<file path="src/rtl/haz_pkg.sv">
// Shared defaults, the per-stage scoreboard entry and forward-select encoding
// for the hazard scoreboard.
package haz_pkg;
  localparam int NREG_DEF     = 32;
  localparam int NSTAGE_DEF   = 3;
  localparam int LOAD_LAT_DEF = 2;
  // Storage width for a destination register number; covers NREG up to 256.
  localparam int TD_W         = 8;
  localparam int FWD_RF       = 0;

  typedef struct packed {
    logic            valid;
    logic [TD_W-1:0] td;
    logic            lw;
  } haz_entry_t;
endpackage

</file>
<file path="src/rtl/hazard_cmp.sv">
// Per-source match against all tracked stages: youngest match wins, and a
// load that has not yet reached its forwarding stage flags a hazard.
module hazard_cmp
  import haz_pkg::*;
#(
  parameter int NSTAGE   = NSTAGE_DEF,
  parameter int LOAD_LAT = LOAD_LAT_DEF,
  parameter int RW       = 5,
  parameter int SW       = 2
) (
  input  haz_entry_t [NSTAGE:1] ent,
  input  logic [RW-1:0]         src,
  input  logic                  used,
  output logic [SW-1:0]         sel,
  output logic                  load_hzd
);

  logic hit_s;

  // Scan oldest to youngest so the smallest matching stage is written last.
  always_comb begin
    sel      = SW'(FWD_RF);
    load_hzd = 1'b0;
    hit_s    = 1'b0;
    for (int k = NSTAGE; k >= 1; k--) begin
      hit_s    = used && (src != RW'(0)) && ent[k].valid && (ent[k].td == TD_W'(src));
      sel      = hit_s ? SW'(k) : sel;
      load_hzd = hit_s ? (ent[k].lw && (k < LOAD_LAT)) : load_hzd;
    end
  end

endmodule

</file>
<file path="src/rtl/hazard_scoreboard.sv">
// Pipeline hazard scoreboard: tracks destinations of in-flight instructions,
// drives forwarding selects and load-use stalls. Optional stall counter is
// built only when HAZ_PERF_CNT_EN is defined.
module hazard_scoreboard
  import haz_pkg::*;
#(
  parameter int  NREG     = NREG_DEF,
  parameter int  NSTAGE   = NSTAGE_DEF,
  parameter int  LOAD_LAT = LOAD_LAT_DEF,
  localparam int RW       = $clog2(NREG),
  localparam int SW       = $clog2(NSTAGE + 1)
) (
  input  logic          clk,
  input  logic          rst,
  input  logic          id_valid,
  input  logic [RW-1:0] id_rs,
  input  logic [RW-1:0] id_rt,
  input  logic          id_rs_used,
  input  logic          id_rt_used,
  input  logic [RW-1:0] id_td,
  input  logic          id_wreg,
  input  logic          id_lw,
  input  logic          flush,
  output logic          stall,
  output logic          issue,
  output logic [SW-1:0] fwd_rs_sel,
  output logic [SW-1:0] fwd_rt_sel,
  output logic [15:0]   stall_cnt
);

  haz_entry_t [NSTAGE:1] ent_r;
  haz_entry_t            ent_new_s;
  logic                  rs_hzd_s;
  logic                  rt_hzd_s;
  logic                  stall_s;
  logic                  issue_s;

  hazard_cmp #(.NSTAGE(NSTAGE), .LOAD_LAT(LOAD_LAT), .RW(RW), .SW(SW)) u_cmp_rs (
    .ent      (ent_r),
    .src      (id_rs),
    .used     (id_rs_used),
    .sel      (fwd_rs_sel),
    .load_hzd (rs_hzd_s)
  );

  hazard_cmp #(.NSTAGE(NSTAGE), .LOAD_LAT(LOAD_LAT), .RW(RW), .SW(SW)) u_cmp_rt (
    .ent      (ent_r),
    .src      (id_rt),
    .used     (id_rt_used),
    .sel      (fwd_rt_sel),
    .load_hzd (rt_hzd_s)
  );

  // Flush masks the stall so a killed instruction never holds the front end.
  assign stall_s = id_valid & ~flush & (rs_hzd_s | rt_hzd_s);
  assign issue_s = id_valid & ~stall_s & ~flush;
  assign stall   = stall_s;
  assign issue   = issue_s;

  // New stage-1 entry: only issued register writers with a nonzero target.
  always_comb begin
    ent_new_s = '0;
    if (issue_s && (id_wreg || id_lw) && (id_td != RW'(0))) begin
      ent_new_s.valid = 1'b1;
      ent_new_s.td    = TD_W'(id_td);
      ent_new_s.lw    = id_lw;
    end else begin
      ent_new_s = '0;
    end
  end

  // Stage shift register; the oldest entry falls off the end.
  always_ff @(posedge clk) begin
    if (rst) begin
      ent_r <= '0;
    end else begin
      ent_r[1] <= ent_new_s;
      for (int k = 2; k <= NSTAGE; k++) begin
        ent_r[k] <= ent_r[k-1];
      end
    end
  end

`ifdef HAZ_PERF_CNT_EN
  logic [15:0] stall_cnt_r;

  // Saturating count of stalled cycles.
  always_ff @(posedge clk) begin
    if (rst) begin
      stall_cnt_r <= 16'h0000;
    end else if (stall_s && (stall_cnt_r != 16'hFFFF)) begin
      stall_cnt_r <= stall_cnt_r + 16'h0001;
    end else begin
      stall_cnt_r <= stall_cnt_r;
    end
  end

  assign stall_cnt = stall_cnt_r;
`else
  assign stall_cnt = 16'h0000;
`endif

endmodule

</file>
<file path="config.mk">
export PLATFORM = sky130hd
export DESIGN_NAME = hazard_scoreboard
export DESIGN_NICKNAME = d
export VERILOG_FILES = /design/src/rtl/haz_pkg.sv /design/src/rtl/hazard_cmp.sv /design/src/rtl/hazard_scoreboard.sv
export SDC_FILE = /design/constraint.sdc
export NUM_CORES = 1
export LEC_CHECK = 0
export ABC_AREA = 0
export CORE_MARGIN = 4
export CORE_UTILIZATION = 30
export DETAILED_ROUTE_END_ITERATION = 12
export DONT_BUFFER_PORTS = 1
export SLEW_MARGIN = 15
export SYNTH_ARGS = -nofsm -noshare
export SYNTH_HDL_FRONTEND = slang
export SYNTH_HIERARCHICAL = 1
export SYNTH_SLANG_ARGS = --single-unit
export TNS_END_PERCENT = 30
</file>
<file path="constraint.sdc">
create_clock -name clk -period 3 [get_ports clk]
set_clock_uncertainty 0.1 [all_clocks]
set_input_delay 0.6 -clock clk [delete_from_list [all_inputs] [get_ports clk]]
set_output_delay 0.6 -clock clk [all_outputs]
set_load 0.01 [all_outputs]
</file>
* Word level (Yosys, flattened, before mapping) *
Cells that the tools add are included.

word-level totals
  register bits after elaboration = 28
  bits of input ports = 23
  output and inout port bits = 22
  logic and storage cells = 52

operators by class
  equal/unequal tests = 6
  multiplexer cells = 9
  bitwise logic cells = 8
  reduce and logical (&&, ||, !) cells = 21

operators with widths
  kind                                      number
  8-bit by 5-bit == test with 1-bit output  6
  1-bit logical AND                         16
  5-bit nonzero test                        3
  2-bit two-way mux                         6
  10-bit two-way mux                        1
  1-bit AND                                 4
  1-bit NOT                                 3
  1-bit two-way mux                         2
  2-bit OR reduction                        1
  1-bit logical OR                          1
  1-bit bitwise OR                          1

* Depth between registers and ports, before layout *
  word-level depth = 14
  mapped depth = 7
  depth with buffers taken out = 7

* Cells and area by module *
The synthesis kept the hierarchy.

modules (own cells, without submodules)
  module             instances  cells each  area an instance (um^2)  seq. area each (um^2)
  hazard_scoreboard  1          68          740.7                    420.4
  hazard_cmp         2          30          245.2                    0.0

* Least setup slack after synthesis *
No wires, ideal clock.

  kind = input port to output port
  start point = input id_rt[1]
  end point = output issue
  data arrival time = 2186 ps
  path slack = 114 ps
  stages on the path = 6
  cells stage by stage = or4_1 o21ai_2 nor4_1 and2_1 or4b_4 inv_1

on the way
  longest elaborated chain between the ends = 10

ends and longest elaborated chain
  item                             RTL line                 source
  start: declaration               hazard_scoreboard.sv:17  input logic [RW-1:0] id_rt,
  5-bit nonzero test               hazard_cmp.sv:26         hit_s = used && (src != RW'(0)) && ent[k].valid && (ent[k].td == TD_W'(src));
  1-bit logical AND (2 in series)  hazard_cmp.sv:26
  1-bit logical AND (*)            hazard_cmp.sv:26
  1-bit two-way mux (*)            hazard_cmp.sv:28         load_hzd = hit_s ? (ent[k].lw && (k < LOAD_LAT)) : load_hzd;
  net rt_hzd_s                     hazard_scoreboard.sv:34  logic rt_hzd_s;
  1-bit bitwise OR (*)             hazard_scoreboard.sv:55  assign stall_s = id_valid & ~flush & (rs_hzd_s | rt_hzd_s);
  1-bit AND (*)                    hazard_scoreboard.sv:55
  1-bit NOT (*)                    hazard_scoreboard.sv:56  assign issue_s = id_valid & ~stall_s & ~flush;
  1-bit AND (*) (2 in series)      hazard_scoreboard.sv:56
  end: declaration                 hazard_scoreboard.sv:25  output logic issue,

Mark *: on every way through the listed nets, which the timed path passes. The rest lies on a longest branch.

* Worst setup path in the final report *
Ends and elaborated chain as after synthesis.

==> key figures <==
Status
  – Status: completed

Placement
  – Placed insts: roughly 190
  – Post-DP HPWL: around 2200 um
  – GP Congestion: between 0.9 and 1
  – Port bufs: 0

Route
  – WL/cell: between 10 and 15 um
  – Post-route ant nets: 0
  – DRC violations left: 0
  – DR vias: ~900
  – DRT Pass-1 Iters: 4
  – Final WL: between 2000 and 3000 um
  – Initial drt markers: 23
  – Vias per cell: between 4 and 5

Final layout
  – Layout cell share with drive strength beyond 1: 0.0890
  – Top Registers: ent_r (19)
  – Ant. Diodes: 0
  – Non-Filler Instances: roughly 190
  – Most common cell after layout, fill and taps aside: conb_1
  – Commonest non-fill, non-tap cells in the layout: conb_1 (34), xnor2_1 (22), dfxtp_1 (19)
  – Area delta synth->final: 11.3%
  – Top reg by flops: ent_r
  – NumNets Final: 170
  – Largest register FFs: 19

Floorplan
  – Die area: ~0.0050 mm2
  – Row count: 22
  – Core area: 0.00372 mm2
  – Ports: 45
  – Chip Height: 70.7 um
  – Initial core utilization: 0.317
  – Die X: just over 70 um

Clock network
  – CTS buffer count: 3
  – Clk_lat worst skew: around 250 ps
  – TritonCTS clock tree: built
  – Hold-fix buffers, CTS: 0
  – CTS Buffer Depth: 2
  – Clock-pin slew on the worst setup and hold paths: 70 ps
  – # clock sinks: 19
  – Root Driver: clkbuf_8
  – # H-tree levels: 1

Timing
  – Post-route clock period utilization: 0.981
  – F_max: roughly 0.34 GHz
  – Minimum clock period: approximately 2900 ps
  – Final slew viol count: 0
  – Setup violators final: 0
  – Fin. Hold Viols: 0

Global route
  – Gr usage total: 0.104
  – First-pass GRT wire length: slightly above 4000 um
  – Initial antenna violation count: 0
  – Total gr overflow: 0
  – Pin count of the biggest net entering global routing: 15
  – Vias in the first global route: about 860

Logic synthesis
  – Syn Area/Cell: 9.51 um2
  – Synth Instances: 124
  – Yosys warns: 6
  – Synthesized area: 0.00118 mm2

Pwr
  – Power Total: about 490 uW
  – Pwr/cell area: between 300 and 400 mW/mm2
  – VDD IR-drop max: ~0.00024 V
  – P_leak: slightly below 0.0005 uW

Worst setup path
  – Crit path launch type: input pin
  – Largest stage delay, worst path: about 550 ps
  – Register-to-Register Setup Slack: ~900 ps
  – Worst path slowest cell: or4_1
  – CP Max Fanout: 4
  – Required @ worst endpoint: 2300 ps
  – Critical path data arrival time: about 2200 ps
  – R2R depth: 8
  – Worst-path cell chain: or4_1 > o21ai_2 > nor4_2 > and2_1 > or4b_4 > inv_1
  – Crit. End Element: output pin
  – Crit Path Category: input pin to output pin

Hold path
  – Worst Hold Depth: 1
  – Hold WC Path Type: input pin to register

Job
  – Max-Cap Viols: 0
[layout make-up]
cell class                      count  area, um2
Tap cell                           48       60.1
Clock buffer                        4       45.0
Inverter                            1       3.75
Fill cell                         378       2400
Multi-Input combinational cell    120        807
Sequential cell                    19        380
Timing Repair Buffer                2       15.0
[critical path, delay by kind of cell]
family / cells / cell delay [ps]
AND/OR/NAND/NOR: 4 / 1330
AO/OA/AOI/OAI: 1 / 190
buffers and inverters: 1 / 110
[path summary, 6_finish.rpt]
check | from | end
setup / recovery | id_rt[1] | issue
setup reg to reg | ent_r[9]$_SDFF_PP0_ | ent_r[3]$_SDFF_PP0_
hold / removal | rst | ent_r[23]$_SDFF_PP0_
hold reg to reg | ent_r[19]$_SDFF_PP0_ | ent_r[29]$_SDFF_PP0_
[repair_timing]
item                       in CTS  in global routing
resized for setup               0                  2
setup endpoints to repair       0                  2
buffers inserted                0                  1
[power by group]
group	internal, uW	switching [uW]
clock	94.1	80.8
combinational	25.1	27.9
sequential	257	3.90
total	376	113
[routing by layer]
| metal | global-route usage | wire length [um] | vias up |
|---|---|---|---|
| li1 | - | - | 422 |
| met5 | 0 | 0 | - |
| met1 | 0.133 | 1120 | 397 |
| met2 | 0.163 | 1120 | 53 |
| met4 | 0.0480 | 99 | 0 |
| met3 | 0.0256 | 296 | 10 |
[metrics by stage]
step / setup TNS [ps] / util / cell area (um2) / worst slack (ps) / hold slack, ps
3_5_place_dp: 0 / 0.335 / 1250 / 40.5 / 372
2_1_floorplan: 0 / - / 1300 / 114 / 343
6_report: 0 / 0.353 / 1310 / 55.9 / 312
4_1_cts: 0 / 0.347 / 1290 / 39.7 / 309
5_1_grt: -4.39 / 0.353 / 1310 / -4.39 / 300
3_3_place_gp: 0 / 0.335 / 1250 / 89.4 / 364
Power figures use the tool's default switching activity.
